--- config.mk ---
export PLATFORM = sky130hd
export DESIGN_NAME = tmds_encoder_flat
export DESIGN_NICKNAME = d
export VERILOG_FILES = /design/src/rtl/tmds_encoder_pkg.sv /design/src/rtl/tmds_encoder_if.sv /design/src/rtl/tmds_qm_stage.sv /design/src/rtl/tmds_encoder.sv /design/src/flat_wrapper.sv
export SDC_FILE = /design/constraint.sdc
export NUM_CORES = 1
export LEC_CHECK = 0
export ABC_AREA = 1
export BUFFER_PORTS_ARGS = -buffer_cell sky130_fd_sc_hd__buf_2
export CAP_MARGIN = 30
export CORE_AREA = 4 4 77 79
export DETAILED_ROUTE_END_ITERATION = 10
export DIE_AREA = 0 0 81 83
export GPL_ROUTABILITY_DRIVEN = 0
export PLACE_DENSITY_LB_ADDON = 0.3
export SYNTH_ARGS = -nofsm -noshare
export SYNTH_HDL_FRONTEND = slang
export SYNTH_HIERARCHICAL = 1
export SYNTH_SLANG_ARGS = --single-unit
--- constraint.sdc ---
create_clock -name Clk -period 4.47 [get_ports Clk]
set_clock_uncertainty 0.1 [all_clocks]
set_input_delay 1.1175 -clock Clk [delete_from_list [all_inputs] [get_ports Clk]]
set_output_delay 1.1175 -clock Clk [all_outputs]
set_load 0.01 [all_outputs]
--- src/rtl/tmds_encoder_pkg.sv ---
// TMDS encoder shared definitions.
//   - The four control-period tokens, indexed by {C1,C0}.
//   - ones8(): population count of a byte, used by both pipeline stages.
//   - qm_word_t: the stage-1 pipeline register contents.
package tmds_encoder_pkg;

  localparam logic [9:0] TOK_00 = 10'b1101010100;
  localparam logic [9:0] TOK_01 = 10'b0010101011;
  localparam logic [9:0] TOK_10 = 10'b0101010100;
  localparam logic [9:0] TOK_11 = 10'b1010101011;

  typedef struct packed {
    logic [8:0] q_m;   // transition-minimised word, q_m[8]=1 means XOR chaining
    logic       de;    // DataEnable delayed by one cycle
    logic [1:0] ctrl;  // Ctrl delayed by one cycle
  } qm_word_t;

  function automatic logic [3:0] ones8(input logic [7:0] v);
    logic [3:0] n;
    n = '0;
    for (int i = 0; i < 8; i++) n = n + {3'b000, v[i]};
    return n;
  endfunction

  function automatic logic [9:0] ctrl_token(input logic [1:0] c);
    logic [9:0] t;
    case (c)
      2'b00:   t = TOK_00;
      2'b01:   t = TOK_01;
      2'b10:   t = TOK_10;
      default: t = TOK_11;
    endcase
    return t;
  endfunction

endpackage

--- src/rtl/tmds_encoder_if.sv ---
// Pixel-side bus of the TMDS encoder.
//   VideoData[7:0]  pixel component byte (used while DataEnable=1)
//   Ctrl[1:0]       {C1,C0} control bits (used while DataEnable=0)
//   DataEnable      1 = video period, 0 = control/blanking period
//   Encoded[9:0]    TMDS symbol, bit 0 transmitted first
//   DataEnableOut   DataEnable aligned with Encoded
// master = pixel source, slave = encoder.
interface tmds_encoder_if;
  logic [7:0] VideoData;
  logic [1:0] Ctrl;
  logic       DataEnable;
  logic [9:0] Encoded;
  logic       DataEnableOut;

  modport master (output VideoData, Ctrl, DataEnable, input  Encoded, DataEnableOut);
  modport slave  (input  VideoData, Ctrl, DataEnable, output Encoded, DataEnableOut);
endinterface

--- src/rtl/tmds_qm_stage.sv ---
// TMDS stage 1: transition minimisation.
// Builds the 9-bit q_m word from VideoData and registers it together with
// DataEnable and Ctrl so stage 2 sees all three aligned.
//   Clk, Reset_n   pixel clock, async active-low reset (clears to control 00)
//   VideoData      input byte
//   Ctrl           control bits
//   DataEnable     video/control select
//   stage1         registered {q_m, de, ctrl}
module tmds_qm_stage
  import tmds_encoder_pkg::*;
(
  input  logic       Clk,
  input  logic       Reset_n,
  input  logic [7:0] VideoData,
  input  logic [1:0] Ctrl,
  input  logic       DataEnable,
  output qm_word_t   stage1
);

  logic [3:0] n1;
  logic       use_xnor;
  logic [8:0] qm;

  // XNOR chaining is chosen for ones-heavy bytes (ties broken by bit 0) so
  // the chained word ends up with fewer transitions.
  always_comb begin
    n1       = ones8(VideoData);
    use_xnor = (n1 > 4'd4) || ((n1 == 4'd4) && !VideoData[0]);
    qm       = '0;
    qm[0]    = VideoData[0];
    for (int i = 1; i < 8; i++)
      qm[i] = qm[i-1] ^ VideoData[i] ^ use_xnor;
    qm[8]    = ~use_xnor;
  end

  always_ff @(posedge Clk or negedge Reset_n) begin
    if (!Reset_n) stage1 <= '0;
    else          stage1 <= '{q_m: qm, de: DataEnable, ctrl: Ctrl};
  end

endmodule

--- src/rtl/tmds_encoder.sv ---
// TMDS 8b/10b encoder, 2-cycle latency, one symbol per clock, no stalls.
// Stage 1 (tmds_qm_stage) produces q_m; stage 2 balances DC using a signed
// running disparity cnt and emits control tokens during blanking.
//   INVERT_OUT   1 = complement Encoded (swapped P/N board routing)
//   Clk          pixel clock
//   Reset_n      async active-low reset; output parks on control token 00
//   bus          tmds_encoder_if.slave (VideoData/Ctrl/DataEnable in,
//                Encoded/DataEnableOut out)
module tmds_encoder
  import tmds_encoder_pkg::*;
#(
  parameter bit INVERT_OUT = 1'b0
)(
  input  logic           Clk,
  input  logic           Reset_n,
  tmds_encoder_if.slave  bus
);

  qm_word_t          s1;
  logic signed [4:0] cnt, cnt_nxt;   // running disparity of emitted symbols
  logic signed [4:0] diff;           // n1 - n0 of q_m[7:0]
  logic        [3:0] n1;
  logic        [9:0] sym, sym_nxt;
  logic              deo;
  logic              q8;

  tmds_qm_stage u_qm (
    .Clk        (Clk),
    .Reset_n    (Reset_n),
    .VideoData  (bus.VideoData),
    .Ctrl       (bus.Ctrl),
    .DataEnable (bus.DataEnable),
    .stage1     (s1)
  );

  // n1 - n0 = 2*n1 - 8. The 5-bit intermediate wraps for n1=8 but the
  // modular result (+8) is exact, and every sum below stays in -16..+15.
  always_comb begin
    n1      = ones8(s1.q_m[7:0]);
    diff    = $signed({n1, 1'b0}) - 5'sd8;
    q8      = s1.q_m[8];
    sym_nxt = ctrl_token(s1.ctrl);
    cnt_nxt = '0;
    if (s1.de) begin
      if ((cnt == 5'sd0) || (diff == 5'sd0)) begin
        sym_nxt = {~q8, q8, q8 ? s1.q_m[7:0] : ~s1.q_m[7:0]};
        cnt_nxt = cnt + (q8 ? diff : -diff);
      end else if (((cnt > 5'sd0) && (diff > 5'sd0)) ||
                   ((cnt < 5'sd0) && (diff < 5'sd0))) begin
        // Current symbol would worsen the imbalance: send it inverted.
        sym_nxt = {1'b1, q8, ~s1.q_m[7:0]};
        cnt_nxt = cnt + (q8 ? 5'sd2 : 5'sd0) - diff;
      end else begin
        sym_nxt = {1'b0, q8, s1.q_m[7:0]};
        cnt_nxt = cnt + diff - (q8 ? 5'sd0 : 5'sd2);
      end
    end
  end

  always_ff @(posedge Clk or negedge Reset_n) begin
    if (!Reset_n) begin
      sym <= TOK_00;
      cnt <= '0;
      deo <= 1'b0;
    end else begin
      sym <= sym_nxt;
      cnt <= cnt_nxt;
      deo <= s1.de;
    end
  end

  assign bus.Encoded       = sym ^ {10{INVERT_OUT}};
  assign bus.DataEnableOut = deo;

endmodule

--- src/flat_wrapper.sv ---
// flat-port wrapper written by rule: the top's interface ports become plain ports
module tmds_encoder_flat import tmds_encoder_pkg::*;
#(
  parameter bit INVERT_OUT = 1'b0
)
  (Clk, Reset_n, bus_VideoData, bus_Ctrl, bus_DataEnable, bus_Encoded, bus_DataEnableOut);
  tmds_encoder_if bus_i ();
  input  logic Clk;
  input  logic Reset_n;
  input wire logic [$bits(bus_i.VideoData)-1:0] bus_VideoData;
  input wire logic [$bits(bus_i.Ctrl)-1:0] bus_Ctrl;
  input wire logic [$bits(bus_i.DataEnable)-1:0] bus_DataEnable;
  output wire logic [$bits(bus_i.Encoded)-1:0] bus_Encoded;
  output wire logic [$bits(bus_i.DataEnableOut)-1:0] bus_DataEnableOut;
  assign bus_i.VideoData = bus_VideoData;
  assign bus_i.Ctrl = bus_Ctrl;
  assign bus_i.DataEnable = bus_DataEnable;
  assign bus_Encoded = bus_i.Encoded;
  assign bus_DataEnableOut = bus_i.DataEnableOut;
  tmds_encoder #(.INVERT_OUT(INVERT_OUT)) u_core (.Clk(Clk), .Reset_n(Reset_n), .bus(bus_i));
endmodule
==> metrics.md <==
| Metric | Value |
|---|---|
| Status | `finished clean` |
| Initial core utilization | `a little over two fifths` |
| N_diodes | `0` |
| ANT nets after route | `0` |
| Number of buffers added on ports | `23` |
| Post-synthesis sequential area ratio | `between 20 and 30%` |
| Worst-Skew Late Latency | `270 ps` |
| Synth unique cells | `23` |
| Die footprint | `between 0.006 and 0.007 mm²` |
| Pre-antenna DRT Iters | `4` |
| Busiest grt layer | `met2` |
| Reg-to-reg startpoint | `u_core/u_qm/stage1[3]` |
| Depth of the most critical reg-to-reg path | `17` |
| Placement Rows | `27` |
| Clock sinks | `27` |
| CTS clk-pin slew, worst paths | `~100 ps` |
| Antenna violations before repair | `0` |
| DRC violations left | `0` |
| Synthesized area | `~0.0023 mm²` |
| Die width | `81 µm` |
| Reg2reg end | `u_core/cnt[4]` |
| Design Area, Final | `between 0.002 and 0.003 mm²` |
| Area delta synth->final | `14.2%` |
| Register area | `682 µm²` |
| Max-Slew Margin vs Limit | `about 63%` |
| All-Layer GR Usage | `12.4%` |
| Max Fclk | `about 230 MHz` |
| Slowest-stage cell, CP | `fa_1` |
| Final std cells w/o fill | `~370` |
| GRT overflow | `0` |
| H-tree Lvls | `1` |
| CP startpoint kind | `flop` |
| Worst hold start | `u_core/u_qm/stage1[7]` |
| Longest Clk Path Bufs | `2` |
| I/O pin count | `24` |
| CTS tree | `done` |
| # nets final | `approximately 350` |
| Worst hold slack | `roughly 460 ps` |
| Critical Path End Type | `flop` |
| Reg2Reg Setup Slack | `around 170 ps` |
| Dpl cells | `approximately 360` |
| Most frequent cells in the layout | `51 x inv_1, 51 x nand2_1, 28 x nand3_1, 23 x buf_2` |
| Largest net degree at the start of global routing | `28` |
| Final WL | `just under 4 mm` |
| CP most frequent cell | `fa_1` |
| Drt wl/cell | `about 11 µm` |
| GR Layer Usage met1 | `~17%` |
| Core Area | `around 0.0053 mm²` |
| Synth warn | `6` |
| Hold WC Path Type | `reg -> reg` |
| Gate count of the mapped netlist | `266` |
| Iter 0 DRT Violations | `between 40 and 50` |
| WP data required | `approximately 4500 ps` |
| Die height | `between 80 and 90 µm` |
| Vias per cell | `about 4.5` |
| Min cycle time layout | `between 4000 and 5000 ps` |
| Arrival time at the worst endpoint | `about 4400 ps` |
| Footprint of the multi-input gates | `roughly 0.0014 mm²` |
| HPWL Detailed | `3.29 mm` |
| Placed cell areas | `0.00249 mm²` |
| Worst-Margin Slew | `approximately 560 ps` |
| Worst path max stage delay | `about 560 ps` |
| Final Hold Fails | `0` |
| Met2 GRT Util | `approximately a fifth` |
| Layout cells sized above 1 | `approximately a quarter` |
| Cts bufs inserted | `3` |
| DR vias | `between 1500 and 2000` |
| Met3 Use GR | `less than 1%` |
| Crit path kind | `reg -> reg` |
| Maximum fanout count along the critical path | `3` |
| Vias in the first global route | `approximately 1600` |
| Final setup violation count | `0` |
| Critical Path, Cell by Cell | `fa_1 -> inv_1 -> fa_1 -> fa_1 -> inv_1 -> ha_2 -> fa_1 -> inv_2 -> ha_1 -> inv_1 -> ha_1 -> nand3_1 -> nand2_1 -> xnor2_1 -> nor2_1 -> nor2_1 -> nor2_1` |
| Slew Limit Fails | `0` |
| Global-route wire length before repair | `just under 7 mm` |
| Final period util | `just under 100%` |
| Synth Register Bits | `27` |
| Avg Cell Area, Syn | `8.57 µm²` |
| Max Cap Violations | `0` |
| Synthesized net count | `between 300 and 400` |
| Clk root buf | `clkbuf_8` |
| Fillers | `between 500 and 600` |
| Hold depth | `3` |
| WHS Endpoint | `u_core/bus.Encoded[4]` |
-- layer usage --
layer  routed length, µm  vias to the layer above
li1                    -                      874
met1                1810                      780
met2                1960                       22
met3                 113                        2
met4                  34                        0
met5                   0                        -
-- area by class of cell --
| type | count | area share, % |
|---|---|---|
| Clock buffer | 3 | 1.59 |
| Clock inverter | 1 | 0.289 |
| Inverter | 59 | 8.71 |
| Multi-Input combinational cell | 179 | 53.9 |
| Sequential cell | 27 | 26.2 |
| Tap cell | 72 | 3.46 |
| Timing Repair Buffer | 28 | 5.87 |
-- synthesized netlist by cell type, drive strengths merged --
library cell	n	area [µm²]
xnor2	5	43.8
ha	24	300
dfrtp	22	551
inv	59	226
buf	1	5.00
fa	13	260
nand3	37	235
a21oi	4	31.3
dfstp	5	131
nand2	66	325
o21ai	10	50.0
nor2	11	41.3
a31oi	1	6.26
nor3	1	10.0
xor2	7	61.3
-- what timing repair did --
action                     CTS  global route
setup endpoints to repair    0             3
hold buffers                 0             0
buffers inserted             0             3
gates resized for setup      0            10
-- worst max-delay path by stage --
stage | startpoint | endpoint | cells after the start
finish | u_core/u_qm/stage1[3] | u_core/cnt[4] | 17
global route | u_core/u_qm/stage1[3] | u_core/cnt[4] | 21
CTS | u_core/u_qm/stage1[3] | u_core/cnt[4] | 21
detailed placement | u_core/u_qm/stage1[3] | u_core/cnt[4] | 22
global placement | bus_VideoData[0] | u_core/u_qm/stage1[10] | 16
floorplan | u_core/u_qm/stage1[3] | u_core/cnt[3] | 16
-- registers in the layout, summed over array words and instances, names as in the netlist --
signal	count
u_core/u_qm/stage1	12
u_core/bus.Encoded	10
u_core/cnt	4
u_core/bus.DataEnableOut	1
-- through the flow --
stage	setup slack (ps)	setup TNS (ps)	util (%)
2_1_floorplan	275	0	-
3_3_place_gp	123	0	46.7
3_5_place_dp	68.0	0	46.7
4_1_cts	44.3	0	47.6
5_1_grt	-24.4	-24.4	48.7
6_report	166	0	48.7
-- cells by family (layout without fill, tap and decap cells) --
kind of cell / Yosys count / count (layout) / synth area share, %
compound gates: 15 / 15 / 3.84
fa+ha+maj: 37 / 37 / 24.6
xor+xnor: 12 / 12 / 4.61
simple gates: 115 / 115 / 26.9
flops: 27 / 27 / 29.9
buf+inv: 60 / 91 / 10.2
-- worst max-delay path: cells and delay by family (launching register included) --
| family | cells | cell delay (ps) |
|---|---|---|
| DFF | 1 | 410 |
| buffers and inverters | 4 | 270 |
| adders and majority gates | 7 | 2890 |
| and+or+nand+nor | 5 | 370 |
| xor gates and xnor gates | 1 | 160 |
Power is left out: the tool's default activity adds up to more than one toggle a clock period on the data nets, which glitch-free logic cannot reach.
